**src/rtl/display_pkg.sv**
```systemverilog
// Shared constants and types for the four-digit multiplexed 7-segment driver.
// Optional leading-zero blanking is enabled by defining DISPLAY_SCAN_LZB_EN.
package display_pkg;

  localparam int NDIG = 4;

  localparam int SEG_A  = 0;
  localparam int SEG_B  = 1;
  localparam int SEG_C  = 2;
  localparam int SEG_D  = 3;
  localparam int SEG_E  = 4;
  localparam int SEG_F  = 5;
  localparam int SEG_G  = 6;
  localparam int SEG_DP = 7;

  // Hex glyphs, bit SEG_A is the LSB; entry index is the nibble value.
  localparam logic [6:0] FONT [16] = '{
    7'h3F, 7'h06, 7'h5B, 7'h4F, 7'h66, 7'h6D, 7'h7D, 7'h07,
    7'h7F, 7'h6F, 7'h77, 7'h7C, 7'h39, 7'h5E, 7'h79, 7'h71
  };

  typedef enum logic {
    OFF  = 1'b0,
    SCAN = 1'b1
  } state_e;

endpackage

```
**src/rtl/display_scan_seg_font.sv**
```systemverilog
// Combinational nibble-to-segment lookup for one hex digit (segments a..g).
module seg_font
  import display_pkg::*;
(
  input  logic [3:0] nib,
  output logic [6:0] seg
);

  always_comb begin
    seg = FONT[nib];
  end

endmodule

```
**src/rtl/display_scan.sv**
```systemverilog
// Tear-free four-digit 7-segment scanner: shadow registers commit at frame boundaries.
// Define DISPLAY_SCAN_LZB_EN to blank leading zero digits (digit 0 always shown).
module display_scan
  import display_pkg::*;
#(
  parameter int SCAN_DIV = 50000,
  parameter int DIV_W    = 16
) (
  input  logic       clk,
  input  logic       reset,
  input  logic [7:0] d0,
  input  logic [7:0] d1,
  input  logic [7:0] d2,
  input  logic [7:0] d3,
  input  logic       upd,
  input  logic       blank,
  output logic [7:0] seg,
  output logic [3:0] an,
  output logic       frame
);

  logic [DIV_W-1:0] cnt_q, cnt_d;
  logic [1:0]       idx_q, idx_d;
  state_e           state_q, state_d;
  logic [7:0]       act_q [NDIG];
  logic [7:0]       act_d [NDIG];
  logic [7:0]       sh_q  [NDIG];
  logic [7:0]       sh_d  [NDIG];
  logic [7:0]       din   [NDIG];
  logic             pending_q, pending_d;
  logic [7:0]       seg_q, seg_d;
  logic [3:0]       an_q, an_d;
  logic             frame_q, frame_d;

  logic             tick;
  logic             boundary;
  logic             commit;
  logic [3:0]       nib;
  logic             dp;
  logic [6:0]       font_seg;
  logic [NDIG-1:0]  lz_mask;

  assign din = '{d0, d1, d2, d3};

  // NOTE: every always_comb output gets a default first so no latch is inferred.
  always_comb begin
    cnt_d     = cnt_q + DIV_W'(1);
    idx_d     = idx_q;
    state_d   = state_q;
    act_d     = act_q;
    sh_d      = sh_q;
    pending_d = pending_q;

    tick     = (cnt_q == DIV_W'(SCAN_DIV - 1));
    boundary = tick && (state_q == SCAN) && (idx_q == 2'd3);
    // Entering SCAN also starts a frame, so pending data is taken then (without a pulse).
    commit   = boundary || (tick && (state_q == OFF));

    if (tick) begin
      cnt_d   = '0;
      state_d = SCAN;
      idx_d   = (state_q == SCAN) ? idx_q + 2'd1 : 2'd0;
    end

    if (commit && upd) begin
      act_d     = din;
      sh_d      = din;
      pending_d = 1'b0;
    end else if (commit && pending_q) begin
      act_d     = sh_q;
      pending_d = 1'b0;
    end else if (upd) begin
      sh_d      = din;
      pending_d = 1'b1;
    end

    frame_d = boundary;
  end

  assign nib = act_d[idx_d][3:0];
  assign dp  = act_d[idx_d][SEG_DP];

  seg_font u_font (
    .nib (nib),
    .seg (font_seg)
  );

`ifdef DISPLAY_SCAN_LZB_EN
  always_comb begin
    logic run;
    run     = 1'b1;
    lz_mask = '0;
    for (int i = NDIG - 1; i >= 1; i--) begin
      run        = run && (act_d[i][3:0] == 4'h0) && !act_d[i][SEG_DP];
      lz_mask[i] = run;
    end
  end
`else
  assign lz_mask = '0;
`endif

  // Outputs track the post-edge idx/act every cycle; those only move on ticks,
  // so this holds between ticks and also restores the digit right after blank.
  always_comb begin
    an_d  = 4'b1111;
    seg_d = 8'h00;
    if (!blank && (state_d == SCAN)) begin
      an_d = ~(4'b0001 << idx_d);
      if (!lz_mask[idx_d]) begin
        seg_d = {dp, font_seg};
      end
    end
  end

  // NOTE: sequential state uses non-blocking assignments only.
  always_ff @(posedge clk or posedge reset) begin
    if (reset) begin
      cnt_q     <= '0;
      idx_q     <= 2'd0;
      state_q   <= OFF;
      act_q     <= '{default: '0};
      sh_q      <= '{default: '0};
      pending_q <= 1'b0;
      seg_q     <= 8'h00;
      an_q      <= 4'b1111;
      frame_q   <= 1'b0;
    end else begin
      cnt_q     <= cnt_d;
      idx_q     <= idx_d;
      state_q   <= state_d;
      act_q     <= act_d;
      sh_q      <= sh_d;
      pending_q <= pending_d;
      seg_q     <= seg_d;
      an_q      <= an_d;
      frame_q   <= frame_d;
    end
  end

  assign seg   = seg_q;
  assign an    = an_q;
  assign frame = frame_q;

endmodule
```
**config.mk**
```make
export PLATFORM = sky130hd
export DESIGN_NAME = display_scan
export DESIGN_NICKNAME = d
export VERILOG_FILES = /design/src/rtl/display_pkg.sv /design/src/rtl/display_scan_seg_font.sv /design/src/rtl/display_scan.sv
export SDC_FILE = /design/constraint.sdc
export NUM_CORES = 1
export LEC_CHECK = 0
export BUFFER_PORTS_ARGS = -buffer_cell sky130_fd_sc_hd__buf_2
export CORE_ASPECT_RATIO = 0.6
export CORE_UTILIZATION = 57
export CTS_CLUSTER_DIAMETER = 120
export DETAILED_ROUTE_END_ITERATION = 8
export PLACE_DENSITY = 0.79
export SYNTH_ARGS = -nofsm -noshare
export SYNTH_HDL_FRONTEND = slang
export SYNTH_SLANG_ARGS = --single-unit
```
**constraint.sdc**
```tcl
create_clock -name clk -period 3.9 [get_ports clk]
set_clock_uncertainty 0.2 [all_clocks]
set_input_delay 0.195 -clock clk [delete_from_list [all_inputs] [get_ports clk]]
set_output_delay 0.195 -clock clk [all_outputs]
set_load 0.02 [all_outputs]
```
==> results.cfg <==
[setup_path]
crit_path_end_kind = flip-flop
r2r_start = cnt_q[0]$_DFF_PP0_
worst_ep_arrival_time_ns = 3.69
regToRegSetupSlack_ns = 0.27
worstPathRequired_ns = 3.96
critical_path.startpoint = cnt_q[0]$_DFF_PP0_
criticalPathCategory = reg -> reg
r2r_cells = 12
r2r_end = seg[0]$_DFF_PP0_
start_kind = flip-flop
critPathMaxFanout = 10

[floorplan]
fp.dieArea_sq_um = 6528
dieWidth_um = 103.6
pin_count = 49
rows = 21
start_util = 0.6113
fp.coreArea_sq_um = 5781
dieHeight_um = 62.99

[placement]
gp_congestion = 0.8584
io_buffers = 36
place_inst = 424
hpwl_um = 5019
pre_cts_slack_ns = 0.1143

[global_route]
grt_overflow = 0
grt_max_degree = 44
first_global_vias = 2571
antenna_found_initial = 0
gr-usage-all-layers = 0.2569
grt_pass1_wl_um = 12700

[layout]
final_nets = 421
antenna_cells = 0
drive_above_1_share = 0.2579
syn2layout_area_growth_pct = 19.69
postLayoutCoreUtil = 0.7316
final_cells = 460

[timing]
report.final.slew_viol_count = 0
rsz0062_at_grt = no
fin_ws_ns = 0.2744
setup_violations = 0
clock.fmax_mhz = 275.8
hold_slack_ns = 0.2176
relSlewSlack = 0.4012
fin_crit_ns = 3.626
final.period_utilization = 0.9296
tns_ns = 0
hold_viol = 0
worst_slew_pin_slew_ns = 0.8969

[detailed_routing]
avgRoutedWirePerCell_um = 16.52
drcViolationCount = 0
totalWireLength_um = 7600
routed_via_density = 5.674
drtIter0Drc = 149
vias = 2610
drt-pass1-iter-count = 4
ant_nets = 0

[hold_path]
min_path_cells = 2
hold_start = upd
hp-class = in -> reg
min_to = sh_q[25]$_DFFE_PP0P_

[clocking]
cts.sinks = 73
path_clk_slew_ns = 0.07
postCtsSetupBuffers = 0
cts_tree = built
clk_path_buf_depth = 2
htreeDepth = 3
cts-root-buf = clkbuf_8
insertion_delay_ns = 0.35
cts_made_buffers = 9

[synth]
yosys.area_share.simple = 0.1420
syn_area_sq_um = 3533
ys_warn_count = 0
synthAdderAreaFrac = 0.02833
synthCells = 313
ys_ff_latch = 73
synth_top_family_by_area = simple AND/OR/NAND/NOR gates
synth_edf_count = 0
yosysSeqAreaShare = 0.5184
synth_xor_area_frac = 0.03470
avgSynthCellArea_sq_um = 11.29
synthMuxAreaShare = 0.1123
synth_nets = 357
synth_ff_type = dfrtp_1
ys_types = 44
postSynth.asyncResetShare = 1.000
synth-compound-area-share = 0.1282

[run]
drv_cap = 0

[power_and_ir_drop]
vdd_drop_max_v = 0.0002024
p_per_area_nw_per_um2 = 366.0
p_leak_nw = 1.950

[outcome]
outcome = finished, final reports clean
[placed cells by master (no fill, tap or decap), types with 11 or more instances in the layout]
cell type / netlist / routed
a22oi_1: 13 / 13
buf_2: 3 / 36
buf_4: 2 / 14
dfrtp_1: 69 / 69
dlygate4sd3_1: 0 / 22
mux2_2: 21 / 21
mux2i_1: 16 / 15
nand2_1: 32 / 32
nand3_1: 11 / 11
nor2_1: 19 / 19
[Yosys cell counts (2+ instances only)]
cell	n	share of area
a211oi_1	4	0.0085
a21oi_1	2	0.0028
a221o_1	8	0.023
a22oi_1	13	0.028
a31oi_1	4	0.0071
a32oi_1	7	0.017
and2_1	3	0.0053
and3_1	6	0.011
buf_2	3	0.0042
buf_4	2	0.0042
buf_6	2	0.0064
clkbuf_1	11	0.012
dfrtp_1	69	0.49
dfstp_2	4	0.030
ha_1	8	0.028
inv_1	7	0.0074
mux2_2	21	0.067
mux2i_1	16	0.045
nand2_1	32	0.034
nand2b_1	2	0.0035
nand3_1	11	0.016
nor2_1	19	0.020
nor2b_1	10	0.018
nor3_1	2	0.0028
o21ai_0	8	0.011
o31ai_1	8	0.017
or3_1	2	0.0035
xnor2_1	5	0.012
xor2_1	9	0.022
[power breakdown]
part / total, mW / switching (mW) / internal, mW
Combinational: 0.164 / 0.0823 / 0.0821
Sequential: 0.818 / 0.0214 / 0.796
Clock: 0.566 / 0.261 / 0.305
[what timing repair did]
item,4_1_cts,5_1_grt
hold buffers,22,0
gates resized for setup,0,1
hold endpoints to repair,82,0
setup endpoints to repair,0,2
[worst max-delay path, stage by stage (launching register included)]
cell	delay (ns)
dfrtp_1	0.37
ha_1	0.21
and3_1	0.29
and4_1	0.48
nand3_1	0.12
and2_1	0.29
inv_2	0.26
mux2i_1	0.23
mux2i_1	0.12
buf_4	0.16
ha_1	0.25
or3_1	0.40
a21oi_1	0.16
[cell families (layout without fill, tap and decap cells)]
group	after synthesis	count (layout)
flip-flops	73	73
AND/OR/NAND/NOR	95	95
buffers and inverters	27	94
AO/OA/AOI/OAI	59	59
XOR/XNOR	14	14
adder cells (fa/ha/maj)	8	8
multiplexers	37	37
[metal layers]
layer,track usage,share of wire,routed length [um]
met1,0.3727,0.49,3745
met2,0.3708,0.43,3251
met3,0.06048,0.064,488
met4,0.1087,0.015,114
met5,0,0,0
[through the flow]
stage,power (mW),area (sq um)
floorplan,0.9292,3533
global placement,0.9678,3821
detailed placement,0.9770,3821
CTS,1.560,4225
global route,1.614,4229
finish,1.548,4229
[flip-flops by register name, summed over array words and instances (netlist names)]
| name | count |
|---|---|
| act_q | 20 |
| an | 4 |
| cnt_q | 16 |
| frame | 1 |
| idx_q | 2 |
| pending_q | 1 |
| seg | 8 |
| sh_q | 20 |
| state_q | 1 |
[layout make-up]
type                    count  area, sq um
clock buffers              11        141.4
clock inverters             3        42.54
fillers                   409         1551
inverters                   8        30.03
multi-input cells         213         1578
flip-flops and latches     73         1832
well taps                  80        100.1
repair buffers             72        505.5
[worst max path at each step]
stage                                  end  slack (ns)  cells past startpoint
after global placement    seg[0]$_DFF_PP0_        0.34                     10
after global routing      seg[0]$_DFF_PP0_       0.004                     13
final                     seg[0]$_DFF_PP0_        0.27                     12
after floorplan           seg[0]$_DFF_PP0_        0.49                     15
after detailed placement  seg[0]$_DFF_PP0_        0.11                     10
after CTS                 seg[0]$_DFF_PP0_        0.07                     10
No activity file was read; power rests on OpenSTA's default activity.
